$ cat config.mk
export PLATFORM = sky130hd
export DESIGN_NAME = static_pin_test_sequencer
export DESIGN_NICKNAME = d
export VERILOG_FILES = /design/src/rtl/static_pin_tester_pkg.sv /design/src/rtl/static_pin_sync.sv /design/src/rtl/static_pin_test_sequencer.sv
export SDC_FILE = /design/constraint.sdc
export NUM_CORES = 1
export LEC_CHECK = 0
export CORE_MARGIN = 3
export CORE_UTILIZATION = 41
export CTS_CLUSTER_SIZE = 10
export DETAILED_ROUTE_END_ITERATION = 16
export GPL_TIMING_DRIVEN = 0
export PLACE_DENSITY_LB_ADDON = 0.2
export SYNTH_ARGS = -nofsm -noshare
export SYNTH_HDL_FRONTEND = slang
export SYNTH_SLANG_ARGS = --single-unit
$ cat constraint.sdc
create_clock -name S_AXI_ACLK -period 3.4 [get_ports S_AXI_ACLK]
set_input_delay 0.34 -clock S_AXI_ACLK [delete_from_list [all_inputs] [get_ports S_AXI_ACLK]]
set_output_delay 0.34 -clock S_AXI_ACLK [all_outputs]
set_load 0.05 [all_outputs]
$ cat src/rtl/static_pin_tester_pkg.sv
// -----------------------------------------------------------------------------
// static_pin_tester_pkg
// Shared types for the static pin tester sequencer.
//   pin_state_t : per-pin verdict, encoded as {lo_sample, hi_sample}
//   seq_state_t : sequencer FSM states
//   MAX_WIDTH   : largest number of pins tested in parallel
//   max_int     : helper used to size the shared phase counter
// -----------------------------------------------------------------------------
package static_pin_tester_pkg;

    localparam int MAX_WIDTH = 32;

    // {lo_sample, hi_sample}: a pin that reads back what was last driven is
    // held only by its keeper (floating); the inverse pattern is anomalous.
    typedef enum logic [1:0] {
        PIN_GND     = 2'b00,
        PIN_FLOAT   = 2'b01,
        PIN_ANOMALY = 2'b10,
        PIN_VCC     = 2'b11
    } pin_state_t;

    typedef enum logic [2:0] {
        IDLE     = 3'd0,
        DRIVE_LO = 3'd1,
        FLOAT_LO = 3'd2,
        DRIVE_HI = 3'd3,
        FLOAT_HI = 3'd4
    } seq_state_t;

    function automatic int max_int(input int a, input int b);
        return (a > b) ? a : b;
    endfunction

endpackage

$ cat src/rtl/static_pin_sync.sv
// -----------------------------------------------------------------------------
// static_pin_sync
// WIDTH-bit two-flop synchronizer for the IOBUF read-back, which is
// asynchronous to the sequencer clock. Each bit is synchronized on its own;
// the sequencer only samples after a settle window, so no bus coherency is
// needed across bits.
// Ports:
//   clk    in   1      sequencer clock
//   rst_n  in   1      async active-low reset, clears both stages to 0
//   raw    in   WIDTH  asynchronous pin values
//   synced out  WIDTH  pin values after two flops
// -----------------------------------------------------------------------------
module static_pin_sync #(
    parameter int WIDTH = 1
) (
    input  logic             clk,
    input  logic             rst_n,
    input  logic [WIDTH-1:0] raw,
    output logic [WIDTH-1:0] synced
);

    logic [WIDTH-1:0] meta;

    always_ff @(posedge clk or negedge rst_n) begin
        if (!rst_n) begin
            meta   <= '0;
            synced <= '0;
        end else begin
            meta   <= raw;
            synced <= meta;
        end
    end

endmodule

$ cat src/rtl/static_pin_test_sequencer.sv
// -----------------------------------------------------------------------------
// static_pin_test_sequencer
// Runs the drive-low / release / sample / drive-high / release / sample
// procedure on WIDTH pins in parallel and reports a 2-bit verdict per pin
// (see pin_state_t). One start pulse launches a run; done pulses when the
// result register has been updated.
//
// Handshake: start is a single-cycle request accepted only in IDLE with
// abort low; busy is high from the cycle after acceptance until the run
// finishes or is aborted; done is a single-cycle pulse coincident with
// busy falling and result_valid rising. abort is a level that returns the
// sequencer to IDLE on the next clock with pins released and no done pulse.
//
// Ports:
//   S_AXI_ACLK     in   1        clock
//   S_AXI_ARESETN  in   1        async active-low reset
//   start          in   1        begin a run (ignored while busy)
//   abort          in   1        terminate the run, release pins
//   busy           out  1        run in progress
//   done           out  1        result updated this cycle
//   result_valid   out  1        result holds a completed run
//   result         out  2*WIDTH  per pin {lo_sample, hi_sample}
//   value_to_drive out  WIDTH    IOBUF I inputs
//   tristate       out  WIDTH    IOBUF T inputs (1 = released)
//   value_read     in   WIDTH    IOBUF O outputs (asynchronous)
//   seq_state      out  3        current FSM state (debug)
// -----------------------------------------------------------------------------
module static_pin_test_sequencer
    import static_pin_tester_pkg::*;
#(
    parameter int WIDTH         = 1,
    parameter int DRIVE_CYCLES  = 1000,
    parameter int SETTLE_CYCLES = 1000
) (
    input  logic               S_AXI_ACLK,
    input  logic               S_AXI_ARESETN,
    input  logic               start,
    input  logic               abort,
    output logic               busy,
    output logic               done,
    output logic               result_valid,
    output logic [2*WIDTH-1:0] result,
    output logic [WIDTH-1:0]   value_to_drive,
    output logic [WIDTH-1:0]   tristate,
    input  logic [WIDTH-1:0]   value_read,
    output logic [2:0]         seq_state
);

    localparam int CNT_MAX = max_int(DRIVE_CYCLES, SETTLE_CYCLES);
    localparam int CW      = $clog2(CNT_MAX + 1);

    // Each phase lasts N clocks: load N-1 on entry, leave when the count is 0.
    localparam logic [CW-1:0] DRIVE_LOAD  = CW'(DRIVE_CYCLES - 1);
    localparam logic [CW-1:0] SETTLE_LOAD = CW'(SETTLE_CYCLES - 1);

    seq_state_t         state;
    seq_state_t         state_next;
    logic [CW-1:0]      cnt;
    logic [CW-1:0]      cnt_next;
    logic [WIDTH-1:0]   lo_sample;
    logic [WIDTH-1:0]   lo_sample_next;
    logic [WIDTH-1:0]   synced;

    logic               busy_next;
    logic               done_next;
    logic               result_valid_next;
    logic [2*WIDTH-1:0] result_next;
    logic [WIDTH-1:0]   value_to_drive_next;
    logic [WIDTH-1:0]   tristate_next;

    static_pin_sync #(
        .WIDTH (WIDTH)
    ) u_sync (
        .clk    (S_AXI_ACLK),
        .rst_n  (S_AXI_ARESETN),
        .raw    (value_read),
        .synced (synced)
    );

    assign seq_state = state;

    // -------------------------------------------------------------------------
    // Next-state, counter, sample and output computation
    // -------------------------------------------------------------------------
    always_comb begin
        state_next        = state;
        cnt_next          = cnt;
        lo_sample_next    = lo_sample;
        result_next       = result;
        result_valid_next = result_valid;
        done_next         = 1'b0;

        case (state)
            IDLE: begin
                // abort wins over a coincident start
                if (start && !abort) begin
                    state_next        = DRIVE_LO;
                    cnt_next          = DRIVE_LOAD;
                    result_valid_next = 1'b0;
                end
            end

            default: begin
                if (abort) begin
                    state_next = IDLE;
                    cnt_next   = '0;
                end else if (cnt != '0) begin
                    cnt_next = cnt - CW'(1);
                end else begin
                    case (state)
                        DRIVE_LO: begin
                            state_next = FLOAT_LO;
                            cnt_next   = SETTLE_LOAD;
                        end
                        FLOAT_LO: begin
                            state_next     = DRIVE_HI;
                            cnt_next       = DRIVE_LOAD;
                            lo_sample_next = synced;
                        end
                        DRIVE_HI: begin
                            state_next = FLOAT_HI;
                            cnt_next   = SETTLE_LOAD;
                        end
                        FLOAT_HI: begin
                            state_next        = IDLE;
                            cnt_next          = '0;
                            done_next         = 1'b1;
                            result_valid_next = 1'b1;
                            for (int i = 0; i < WIDTH; i++) begin
                                result_next[2*i+1] = lo_sample[i];
                                result_next[2*i]   = synced[i];
                            end
                        end
                        default: begin
                            state_next = IDLE;
                            cnt_next   = '0;
                        end
                    endcase
                end
            end
        endcase

        // Pin controls are registered from the state being entered so they
        // line up exactly with the state register.
        busy_next           = (state_next != IDLE);
        tristate_next       = ((state_next == DRIVE_LO) || (state_next == DRIVE_HI)) ? '0 : '1;
        value_to_drive_next = (state_next == DRIVE_HI) ? '1 : '0;
    end

    // -------------------------------------------------------------------------
    // State and output registers
    // -------------------------------------------------------------------------
    always_ff @(posedge S_AXI_ACLK or negedge S_AXI_ARESETN) begin
        if (!S_AXI_ARESETN) begin
            state          <= IDLE;
            cnt            <= '0;
            lo_sample      <= '0;
            busy           <= 1'b0;
            done           <= 1'b0;
            result_valid   <= 1'b0;
            result         <= '0;
            value_to_drive <= '0;
            tristate       <= '1;
        end else begin
            state          <= state_next;
            cnt            <= cnt_next;
            lo_sample      <= lo_sample_next;
            busy           <= busy_next;
            done           <= done_next;
            result_valid   <= result_valid_next;
            result         <= result_next;
            value_to_drive <= value_to_drive_next;
            tristate       <= tristate_next;
        end
    end

endmodule
==> reports/metrics.cfg <==
[clock_tree]
clock_latency_ps = 310
ctsRootBufferMaster = clkbuf_4
cts_made_buffers = 3
cts_resized = 0
clk_path_buf_depth = 2
htreeDepth = 1
cts_tree = yes
clock_sinks = 23
cts.clk_slew.worst_paths_ps = 130
hold_buffers = 0
postCtsSetupBuffers = 0

[sta]
fmax_mhz = 454
min_period_over_period_pct = 64.8
min_period_ps = 2200
skew_ps = 2.09
tns_ps = 0
slew_headroom_pct = 31.7
worstMarginPinSlew_ps = 1020
rsz0062_at_grt = false
hold_viol_final = 0
drv_slew = 0
setup_viol = 0

[drt]
drt-total-wl_um = 2630
drt_first_iter_violations = 51
topRoutingLayerUsed = met4
dr_wl_met3_um = 116
first_pass_iters = 4
ant_nets = 0
num_vias = 1058
wl_met2_um = 1250
wl_per_cell_um = 14.9
remaining_drc_errors = 0
wl_met1_um = 1220
drt-vias-per-instance = 5.98

[floorplan]
core_region_area_mm2 = 0.00281
rows = 19
io_pins = 15
dieArea_mm2 = 0.00371
fp.dieH_um = 60.9
initial_core_util_pct = 44.1
fp.dieW_um = 60.9

[power]
clkPwrFrac_pct = 20.5
p_seq_share_pct = 53.9
vdd_drop_max_mv = 0.252
powerDensity_mw_per_mm2 = 436
internal-power_uw = 415
combPwrFrac_pct = 25.6
power_leakage_nw = 0.607
power_uw = 630
power_switching_uw = 214
switching_share_pct = 34.1

[yosys]
syn-cell-area_mm2 = 0.00124
synth_area_leader_cell = dfrtp_1
postSynthAreaPerCell_um2 = 9.66
synthArstFlopShare_pct = 100
ys_seq_area_share_pct = 46.7
yosysMostFrequentCell = dfrtp_1
ys_types = 41
ys_top_cells_by_area = dfrtp_1 45%, a21oi_1 4.0%, a221o_1 4.0%
synth_edf_count = 0
yosys-top-cells-count = 22 x dfrtp_1, 11 x nor2_1, 10 x a21oi_1, 10 x o21ai_0, 9 x nand2_1
yosys.area.top_type_share_pct = 44.5
synth_warnings = 0
ys.flop_type = dfrtp_1
syn_inst = 128
synth_nets = 135
ys_ff_latch = 23

[place]
place_congestion = 0.820
place.port_buffers = 14
hpwl_um = 1860

[flow_run]
drv_cap = 0

[global_route]
grt-ovfl-total = 0
antenna_found_initial = 0
grt_pass1_vias = 1064
grt_pass1_wl_um = 4750
grtUsageTotal_pct = 17.1
grt_max_degree = 24

[status]
status = finished clean

[setup_path]
path_max_fanout = 10
r2r_slack_ps = 1200
arrival_ps = 2420
worstSetupEndpointType = flip-flop
critical_path_class = reg2reg
setup.worst_path.start_class = flip-flop
cp_data_required_time_ps = 3610

[min_path]
worstHoldPathType = reg2reg

[layout]
largest-register = cnt
largest_register_ffs = 10
final_layout_size_suffix_gt1_share_pct = 9.59
final_nets = 154
syn_to_final_growth_pct = 16.7
antenna_cells = 0

-- metrics by stage --
step | utilization, % | cell area [um2] | setup WS (ps) | hold slack [ps] | instances
floorplan | - | 1240 | 1530 | 44.4 | 128
detailed placement | 50.4 | 1420 | 1240 | 339 | 173
global placement | 50.4 | 1420 | 1260 | 333 | 173
CTS | 51.4 | 1440 | 1220 | 369 | 177
global route | 51.4 | 1440 | 1070 | 382 | 177
finish | 51.4 | 1440 | 1200 | 366 | 177
-- cell families (layout without fill, tap and decap cells) --
kind of cell    count (synthesis)  after routing  synth area share [%]
compound gates                 37             37                  19.4
xor+xnor                        3              3                  2.13
fa+ha+maj                       2              2                  2.02
buf+inv                        12             30                  3.85
flops                          23             23                  46.7
mux                             3              3                  3.04
simple gates                   48             48                  22.9
-- critical path, cell delays in order, from the launching register on --
cell and delay (ps):
dfrtp_1 460, nor4_2 550, nand3_2 340, or3_1 450, mux2_4 300
-- worst paths after layout --
path                          startpoint             to  cells past startpoint
max                               cnt[2]      lo_sample                      4
min                          u_sync.meta  u_sync.synced                      0
max reg2reg                       cnt[2]      lo_sample                      4
min reg2reg                  u_sync.meta  u_sync.synced                      0
max in group asynchronous  S_AXI_ARESETN         cnt[1]                      1
min in group asynchronous  S_AXI_ARESETN   seq_state[0]                      1
-- power by group through the flow --
stage | logic [mW] | registers [mW] | clock network (mW)
2_1_floorplan | 0.110 | 0.346 | 0
3_3_place_gp | 0.156 | 0.341 | 0
3_5_place_dp | 0.161 | 0.343 | 0
4_1_cts | 0.162 | 0.339 | 0.135
5_1_grt | 0.182 | 0.347 | 0.148
6_report | 0.161 | 0.339 | 0.129
-- per-layer routing --
layer  global-route usage, %  vias up
li1                        -      510
met3                    2.55        4
met1                    22.3      509
met2                    27.6       35
met5                       0        -
met4                    8.05        0
-- layout make-up --
class / instances / area [um2]
buffer: 7 / 28.8
clock buffer: 3 / 22.5
clock inverter: 1 / 5.00
fill: 258 / 1360
inverter: 5 / 18.8
multi-input combinational: 93 / 612
sequential: 23 / 577
tap: 31 / 38.8
timing repair buffer: 14 / 140
-- cell usage in the layout (no fill, tap or decap), types with 3 or more instances in the layout --
master,n
dfrtp_1,22
clkdlybuf4s50_1,14
nor2_1,11
o21ai_0,10
a21oi_1,10
nand2_1,9
inv_1,5
clkbuf_1,5
a221o_1,5
nor3_1,4
and3_1,3
nand4b_1,3
or3_1,3
clkbuf_4,3
Power figures use the tool's default switching activity.
